[src/rtl/int2fp16_stream_sequencer.sv]
// int2fp16_stream_sequencer
// Captures one packed beat of NUM_IN small signed integers and replays it as
// NUM_IN/NUM_LANES output beats. Each output beat carries NUM_LANES exact fp16
// conversions. A narrow converter bank can therefore serve a wide integer
// stream at one output beat per cycle. When the last chunk drains, the next
// input beat can load in the same cycle, so no bubble appears between beats.
module int2fp16_stream_sequencer #(
    parameter int INT_WIDTH = 4,
    parameter int NUM_IN    = 8,
    parameter int NUM_LANES = 2
) (
    input  logic                          clk_i,
    input  logic                          rst_ni,
    input  logic                          clear_i,
    input  logic [NUM_IN*INT_WIDTH-1:0]   in_data_i,
    input  logic                          in_valid_i,
    output logic                          in_ready_o,
    output logic [NUM_LANES*16-1:0]       out_data_o,
    output logic                          out_valid_o,
    input  logic                          out_ready_i,
    output logic                          out_last_o,
    output logic                          busy_o,
    output logic [31:0]                   beat_cnt_o
);

    localparam int NCHUNK = NUM_IN / NUM_LANES;
    localparam int CW     = (NCHUNK > 1) ? $clog2(NCHUNK) : 1;
    localparam logic [CW-1:0] LAST_CHUNK = CW'(NCHUNK - 1);

    localparam logic [0:0] ST_IDLE = 1'b0;
    localparam logic [0:0] ST_CONV = 1'b1;

    // Reject parameter sets the chunking scheme cannot represent.
    generate
        if ((NUM_IN % NUM_LANES) != 0) begin : g_bad_ratio
            $error("NUM_IN must be a multiple of NUM_LANES");
        end
        if ((INT_WIDTH < 1) || (INT_WIDTH > 4)) begin : g_bad_width
            $error("INT_WIDTH must be in 1..4");
        end
    endgenerate

    logic [0:0]                  state_reg;
    logic [CW-1:0]               chunk_reg;
    logic [NUM_IN*INT_WIDTH-1:0] buffer_reg;
    logic [31:0]                 beat_cnt_reg;

    logic conv_active;
    logic at_last;
    logic in_fire;
    logic out_fire;

    // Exact int -> fp16. Magnitudes never exceed 8, so the mantissa is a plain
    // left shift and no rounding is ever needed.
    function automatic logic [15:0] to_fp16(input logic [INT_WIDTH-1:0] x);
        logic                 sign;
        logic [INT_WIDTH:0]   ext;
        logic [INT_WIDTH:0]   mag;
        logic [3:0]           mag4;
        logic [1:0]           p;
        logic [15:0]          shifted;
        logic [4:0]           exp_f;
        logic [15:0]          result;
        // Width 1 is unsigned {0,1}. Wider elements are two's complement.
        sign    = (INT_WIDTH > 1) ? x[INT_WIDTH-1] : 1'b0;
        ext     = {sign, x};
        mag     = sign ? (~ext + 1'b1) : ext;
        mag4    = 4'(mag);
        casez (mag4)
            4'b1???: p = 2'd3;
            4'b01??: p = 2'd2;
            4'b001?: p = 2'd1;
            default: p = 2'd0;
        endcase
        shifted = 16'(mag4) << (4'd10 - {2'b00, p});
        exp_f   = 5'd15 + {3'b000, p};
        if (mag4 == 4'd0) begin
            result = 16'h0000;
        end else begin
            result = {sign, exp_f, shifted[9:0]};
        end
        return result;
    endfunction

    assign conv_active = (state_reg == ST_CONV);
    assign at_last     = conv_active && (chunk_reg == LAST_CHUNK);

    // The next beat may load as the final chunk leaves. A clear suppresses all handshakes.
    assign in_ready_o  = !clear_i && (!conv_active || (at_last && out_ready_i));
    assign in_fire     = in_valid_i && in_ready_o;
    assign out_fire    = conv_active && out_ready_i && !clear_i;

    assign out_valid_o = conv_active;
    assign out_last_o  = at_last;
    assign busy_o      = conv_active;
    assign beat_cnt_o  = beat_cnt_reg;

    // Arrange the buffered elements by chunk and lane, so each lane uses one
    // mux indexed by the chunk counter.
    logic [INT_WIDTH-1:0] chunk_elem [NCHUNK][NUM_LANES];

    genvar gi, gj;
    generate
        for (gi = 0; gi < NCHUNK; gi++) begin : g_chunk
            for (gj = 0; gj < NUM_LANES; gj++) begin : g_elem
                assign chunk_elem[gi][gj] =
                    buffer_reg[(gi*NUM_LANES + gj)*INT_WIDTH +: INT_WIDTH];
            end
        end

        for (gj = 0; gj < NUM_LANES; gj++) begin : g_lane
            logic [15:0] lane_fp;
            // Lane converter: element chunk*NUM_LANES+j, purely from registers.
            always_comb begin
                lane_fp = to_fp16(chunk_elem[chunk_reg][gj]);
            end
            assign out_data_o[gj*16 +: 16] = conv_active ? lane_fp : 16'h0000;
        end
    endgenerate

    // Sequencer FSM: capture a beat, step through its chunks, then reload or go idle.
    always_ff @(posedge clk_i or negedge rst_ni) begin
        if (!rst_ni) begin
            state_reg  <= ST_IDLE;
            chunk_reg  <= '0;
            buffer_reg <= '0;
        end else if (clear_i) begin
            state_reg  <= ST_IDLE;
            chunk_reg  <= '0;
        end else if (in_fire) begin
            // Covers the idle load and the back-to-back reload on the last chunk.
            buffer_reg <= in_data_i;
            chunk_reg  <= '0;
            state_reg  <= ST_CONV;
        end else if (out_fire) begin
            if (at_last) begin
                state_reg <= ST_IDLE;
                chunk_reg <= '0;
            end else begin
                chunk_reg <= chunk_reg + 1'b1;
            end
        end
    end

    // Completed-beat counter. It wraps naturally at 2^32 and is untouched by clear.
    always_ff @(posedge clk_i or negedge rst_ni) begin
        if (!rst_ni) begin
            beat_cnt_reg <= '0;
        end else if (out_fire && at_last) begin
            beat_cnt_reg <= beat_cnt_reg + 32'd1;
        end
    end

endmodule

[config.mk]
export PLATFORM = sky130hd
export DESIGN_NAME = int2fp16_stream_sequencer
export DESIGN_NICKNAME = d
export VERILOG_FILES = /design/src/rtl/int2fp16_stream_sequencer.sv
export SDC_FILE = /design/constraint.sdc
export NUM_CORES = 1
export LEC_CHECK = 0
export BUFFER_PORTS_ARGS = -buffer_cell sky130_fd_sc_hd__buf_4
export CAP_MARGIN = 20
export CORE_UTILIZATION = 47
export DETAILED_ROUTE_END_ITERATION = 6
export MAX_ROUTING_LAYER = met4
export PLACE_DENSITY = 0.75
export SETUP_SLACK_MARGIN = 0.05
export SLEW_MARGIN = 30
export SYNTH_ARGS = -nofsm -noshare
export SYNTH_HDL_FRONTEND = slang
export SYNTH_SLANG_ARGS = --single-unit
[constraint.sdc]
create_clock -name clk_i -period 3.6 [get_ports clk_i]
set_input_delay 0.72 -clock clk_i [delete_from_list [all_inputs] [get_ports clk_i]]
set_output_delay 0.72 -clock clk_i [all_outputs]
set_load 0.02 [all_outputs]
==> results of run 1 <==
-- cell type report --
class / instances / share of cell area [%]
multi-input combinational: 238 / 40.1
inverter: 15 / 1.14
sequential: 67 / 33.8
tap: 102 / 2.57
timing repair buffer: 124 / 19.1
clock buffer: 11 / 3.05
clock inverter: 3 / 0.303
-- worst max-delay path, delay by kind of cell (launching register included) --
| kind | cells | cell delay [ns] |
|---|---|---|
| multiplexers | 2 | 0.70 |
| buffers and inverters | 5 | 0.49 |
| AND/OR/NAND/NOR | 3 | 0.40 |
| AO/OA/AOI/OAI | 2 | 0.39 |
| adder cells (fa/ha/maj) | 2 | 0.38 |
| flip-flops | 1 | 0.36 |
-- layer usage --
| layer | GRT usage, % | part of all wire [%] | vias up |
|---|---|---|---|
| li1 | - | - | 1372 |
| met1 | 25.8 | 44 | 1430 |
| met2 | 35.1 | 51 | 89 |
| met3 | 3.52 | 3.5 | 13 |
| met4 | 8.86 | 2.0 | 0 |
| met5 | - | 0 | - |
-- what timing repair did --
item	4_1_cts	5_1_grt
buffers inserted	13	5
resized for setup	19	10
hold endpoints to repair	0	0
endpoints found under the setup margin	16	14
pin swaps	11	7
-- power groups by stage --
stage | Clock, mW | Sequential, mW | Combinational, mW
after global placement | 0 | 0.882 | 0.703
after CTS | 0.558 | 0.872 | 0.862
after global routing | 0.590 | 0.880 | 1.04
final | 0.543 | 0.871 | 0.966
after detailed placement | 0 | 0.885 | 0.721
after floorplan | 0 | 0.864 | 0.524
-- layout by cell type (no fill, tap or decap), types with 10 or more instances in the layout --
cell type / count
buf_4: 120
xor2_1: 11
xnor2_1: 21
conb_1: 14
nand3_1: 11
nand2_1: 24
inv_1: 10
clkbuf_8: 11
nor2_1: 28
dfrtp_1: 67
mux2_2: 33
-- worst paths after layout --
| kind | endpoint | slack (ns) | cells after the start |
|---|---|---|---|
| max | out_data_o[6] | -0.15 | 14 |
| max reg2reg | beat_cnt_o[31] | 0.93 | 8 |
| max in group asynchronous | beat_cnt_o[17] | 2.57 | 1 |
| min in group clk_i | beat_cnt_o[31] | 0.48 | 1 |
| min | beat_cnt_o[20] | 0.46 | 1 |
| min reg2reg | beat_cnt_o[31] | 0.48 | 1 |
-- cell families after synthesis --
kind of cell,Yosys count
buffers and inverters,43
other,1
AOI/OAI and AO/OA,24
muxes,50
DFF,67
adders and majority gates,6
and+or+nand+nor,111
xor gates and xnor gates,33
-- metrics by stage --
step	cells	hold WS, ns	TNS (ns)
final	560	0.464	-0.343
after global placement	528	0.464	0
after floorplan	348	0.424	0
after CTS	555	0.483	-0.321
after global routing	560	0.507	-2.05
after detailed placement	528	0.474	-0.0116
==> results.toml, run 1 <==
[run_status]
status = "finished, violations left"
violations = "negative setup slack"

[grt]
grtUsageTotal_pct = 21.2
overflow = 0
grt_pass1_vias = 2815
grt_max_degree = 68
grt_pass1_wl_um = 13400
grt_antenna_before_repair = 0

[cells_and_area]
drive_gt1_share_pct = 46.1
area.sequential_mm2 = 0.00168
antenna_cells = 0
final_util_pct = 64.5
layout.nets = 498
final_area_mm2 = 0.00496
area_delta_synth_final_pct = 33.2
multi_input_area_mm2 = 0.00199
num-fill-cells = 620

[timing]
hold_viol_final = 0
setup_viol = 6
fmax_mhz = 267
period_minus_slack_ns = 3.75
fin_skew_ns = 0.00844
setup_ws_ns = -0.151
rsz0062_at_grt = "true"
slew_viol_final = 0
maxSlewHeadroom_pct = 44.6
fin_crit_sh_pct = 104
worst_slew_pin_slew_ns = 0.831

[pwr]
internal_power_mw = 1.61
leakage_nw = 2.36
total_power_mw = 2.38
p_comb_share_pct = 40.6
switchingPower_mw = 0.773
switching_share_pct = 32.5
clkPwrFrac_pct = 22.8
power_frac_seq_pct = 36.6
pwr_density_cell_mw_per_mm2 = 480
ir_worst_vdd_uv = 239

[synth]
yosys.area.top_type_share_pct = 45.0
synth_fa_ha_area_share_pct = 2.02
synth_top_area_cell = "dfrtp_1"
async_flop_share_pct = 100
syn-cell-area_mm2 = 0.00372
synthTopCellsByCount = "dfrtp_1, mux2_2, nor2_1"
yosysMostFrequentCell = "dfrtp_1"
syn_avg_cell_area_um2 = 11.1
synth.top_cells.by_area = "dfrtp_1, mux2_2, xnor2_1, buf_4, mux4_2"
synth-edff-count = 0
synth_top_family_by_area = "multiplexers"
synthCells = 335
synth-seq-cells = 67
synthFlopType = "dfrtp_1"
yosys-mux-area-fraction_pct = 17.5
synth-simple-area-share_pct = 15.8
synth_compound_area_share_pct = 4.97
ys_types = 49
synth_warnings = 0
synth_xor_area_share_pct = 7.76
yosysSeqAreaShare_pct = 45.0

[clock_tree]
tritoncts = "yes"
clockRootBuffer = "clkbuf_8"
postCtsHoldBufs = 0
clk_pin_slew_worst_paths_ns = 0.07
clock_path_buffers = 2
htreeDepth = 3
cts_buffers = 9
clk_latency_ns = 0.34
cts.sinks = 67

[route]
drc = 0
viasPerCell = 5.19
routed_wl_um = 8220
drtIter0Drc = 128
ant_nets = 0
wl_per_cell_um = 14.7
vias = 2904
drtPass1Iterations = 4

[worst_setup_path]
criticalPathCategory = "flop to output port"
worst-path-max-fanout = 5
cp_data_required_time_ns = 2.88
end_kind = "output port"
cp_data_arrival_time_ns = 3.03
critPathMaxStageDelay_ns = 0.51
startpoint = "chunk_reg[0]"
r2r_start = "chunk_reg[0]"
cp_cell_sequence = "buf_4 > buf_6 > mux4_2 > inv_2 > ha_4 > nand2b_1 > mux2i_2 > nor2_1 > a21oi_2 > inv_2 > ha_4 > nor4b_4 > o2111a_2 > buf_6"
worst_setup_path_start_kind = "flop"
crit_path_top_delay_cell = "mux4_2"

[floorplan]
die_h_um = 91.0
dieArea_mm2 = 0.00828
initial_core_util_pct = 48.4
core_area_mm2 = 0.00769
die_w_um = 91.0
row_count = 32
ios = 105

[place]
port_buffers = 90
post_dp_cell_area_mm2 = 0.00453
gp_congestion = 0.846
hpwlAfterDp_um = 5790
pre_cts_slack_ns = -0.0116

[min_path]
min_path_type = "input port to async pin"

[job]
drv_cap = 0
No activity file was read; power rests on OpenSTA's default activity.
==> inputs of run 2 (changes only) <==
--- a/config.mk
+++ b/config.mk
@@ -7,10 +7,12 @@
 export LEC_CHECK = 0
 export BUFFER_PORTS_ARGS = -buffer_cell sky130_fd_sc_hd__buf_4
 export CAP_MARGIN = 20
-export CORE_UTILIZATION = 47
+export CORE_UTILIZATION = 49
+export CTS_BUF_LIST = sky130_fd_sc_hd__clkbuf_4 sky130_fd_sc_hd__clkbuf_8
+export CTS_CLUSTER_DIAMETER = 30
 export DETAILED_ROUTE_END_ITERATION = 6
 export MAX_ROUTING_LAYER = met4
-export PLACE_DENSITY = 0.75
+export PLACE_DENSITY = 0.78
 export SETUP_SLACK_MARGIN = 0.05
 export SLEW_MARGIN = 30
 export SYNTH_ARGS = -nofsm -noshare
==> run 2 against run 1 <==
Effect of this change: the run still ends with negative setup slack left; die area is 4.0% lower; largest cell class unchanged; critical endpoint unchanged; sequential share of layout area is 1.0 points lower; power is 13% higher; utilization is 5.8 points higher; count of clock-buffer cells in the layout is 2 lower.
==> results.toml, run 2 (same netlist as run 1, synthesis figures left out) <==
[run_status]
status = "finished, violations left"
violations = "negative setup slack"

[route]
vias = 2980
ant_nets = 0
drtPass1Iterations = 4
viasPerCell = 5.33
drtIter0Drc = 96
wl_per_cell_um = 15.9
routed_wl_um = 8870
drc = 0

[cells_and_area]
drive_gt1_share_pct = 48.9
layout.nets = 499
layout_common_cells = "buf_4, dfrtp_1, mux2_2"
final_util_pct = 70.3
final_common_cell = "buf_4"
num-fill-cells = 529
antenna_cells = 0
area_delta_synth_final_pct = 37.7

[place]
port_buffers = 90
hpwlAfterDp_um = 5740
gp_congestion = 0.876
pre_cts_slack_ns = -0.0895

[pwr]
pwr_density_cell_mw_per_mm2 = 526
leakage_nw = 2.40
ir_worst_vdd_uv = 245

[timing]
rsz0062_at_grt = "true"
fin_crit_sh_pct = 107
slew_viol_final = 0
setup_viol = 11
fin_skew_ns = 0.0104
hold_viol_final = 0
tns_ns = -0.977
maxSlewHeadroom_pct = 43.2
fmax_mhz = 260
worst_slew_pin_slew_ns = 0.852
period_minus_slack_ns = 3.84
setup_ws_ns = -0.242

[worst_setup_path]
cp_data_required_time_ns = 2.88
criticalPathCategory = "flop to output port"
rr_worst_depth = 8
worst-path-max-fanout = 6
cp_data_arrival_time_ns = 3.12
worst_setup_path_start_kind = "flop"
end_kind = "output port"

[job]
drv_cap = 0

[floorplan]
die_h_um = 89.2
die_w_um = 89.2
ios = 105
initial_core_util_pct = 51.0
dieArea_mm2 = 0.00795
row_count = 31
core_area_mm2 = 0.00729

[min_path]
min_path_type = "input port to async pin"

[grt]
grt_max_degree = 68
grt_antenna_before_repair = 0
grt_pass1_wl_um = 13300
grtUsageTotal_pct = 23.0
grt_pass1_vias = 2907
overflow = 0

[clock_tree]
cts_buffers = 9
htreeDepth = 3
postCtsHoldBufs = 0
cts.sinks = 67
clk_pin_slew_worst_paths_ns = 0.08
clock_path_buffers = 2
clockRootBuffer = "clkbuf_8"
clk_latency_ns = 0.34
tritoncts = "yes"
==> run 2: area by class of cell <==
cell class / instances / area (um2) / share of cell area, %
Multi-Input combinational cell: 238 / 2070 / 40.4
Sequential cell: 67 / 1680 / 32.8
Timing Repair Buffer: 125 / 968 / 18.9
Clock buffer: 9 / 124 / 2.42
Tap cell: 99 / 124 / 2.42
Clock inverter: 6 / 105 / 2.05
Inverter: 15 / 56.3 / 1.10
==> run 2: where the power goes <==
group,internal [mW],switching [mW],leakage (nW),total [mW]
Combinational,0.563,0.519,1.43,1.08
Clock,0.453,0.283,0.119,0.736
Sequential,0.824,0.0522,0.856,0.876
==> run 2: routing by layer <==
metal  share of wire (%)  GRT usage, %  vias up  wire (um)
met5                   0             -        -          0
met3                 4.8          4.89       29        424
met2                  52          40.5      122       4650
li1                    -             -     1379          -
met1                  40          25.8     1450       3530
met4                 3.0          8.51        0        267
==> run 2: through the flow <==
stage	std cells	instance area [um2]	power [mW]	hold WS [ns]
after floorplan	348	3800	1.39	0.424
after global placement	524	4520	1.59	0.478
after detailed placement	524	4520	1.62	0.482
after CTS	553	4940	2.53	0.492
after global routing	559	5120	2.82	0.509
final	559	5120	2.69	0.487
==> run 2: final timing paths <==
path,start,endpoint,slack [ns]
worst max-delay path,chunk_reg[0],out_data_o[6],-0.24
worst min-delay path,rst_ni,beat_cnt_o[21],0.49
worst max register to register,chunk_reg[0],beat_cnt_o[31],0.79
worst min register to register,beat_cnt_o[26],beat_cnt_o[26],0.49
max in group asynchronous,rst_ni,chunk_reg[0],2.51
min in group clk_i,beat_cnt_o[26],beat_cnt_o[26],0.49
==> run 2: timing repair <==
item | in CTS | in global routing
buffers inserted | 14 | 6
resized for setup | 23 | 29
cloned | 0 | 0
pin swaps | 11 | 17
endpoints found under the setup margin | 16 | 16
==> run 2: critical path: stages (launching register included) <==
cell	delay, ns
dfrtp_2	0.46
buf_6	0.14
mux4_2	0.53
inv_2	0.09
ha_4	0.17
nand2_2	0.06
mux2i_4	0.15
nor2_2	0.07
a21oi_2	0.18
inv_2	0.06
ha_4	0.23
nor4b_4	0.27
o2111a_2	0.25
buf_6	0.12
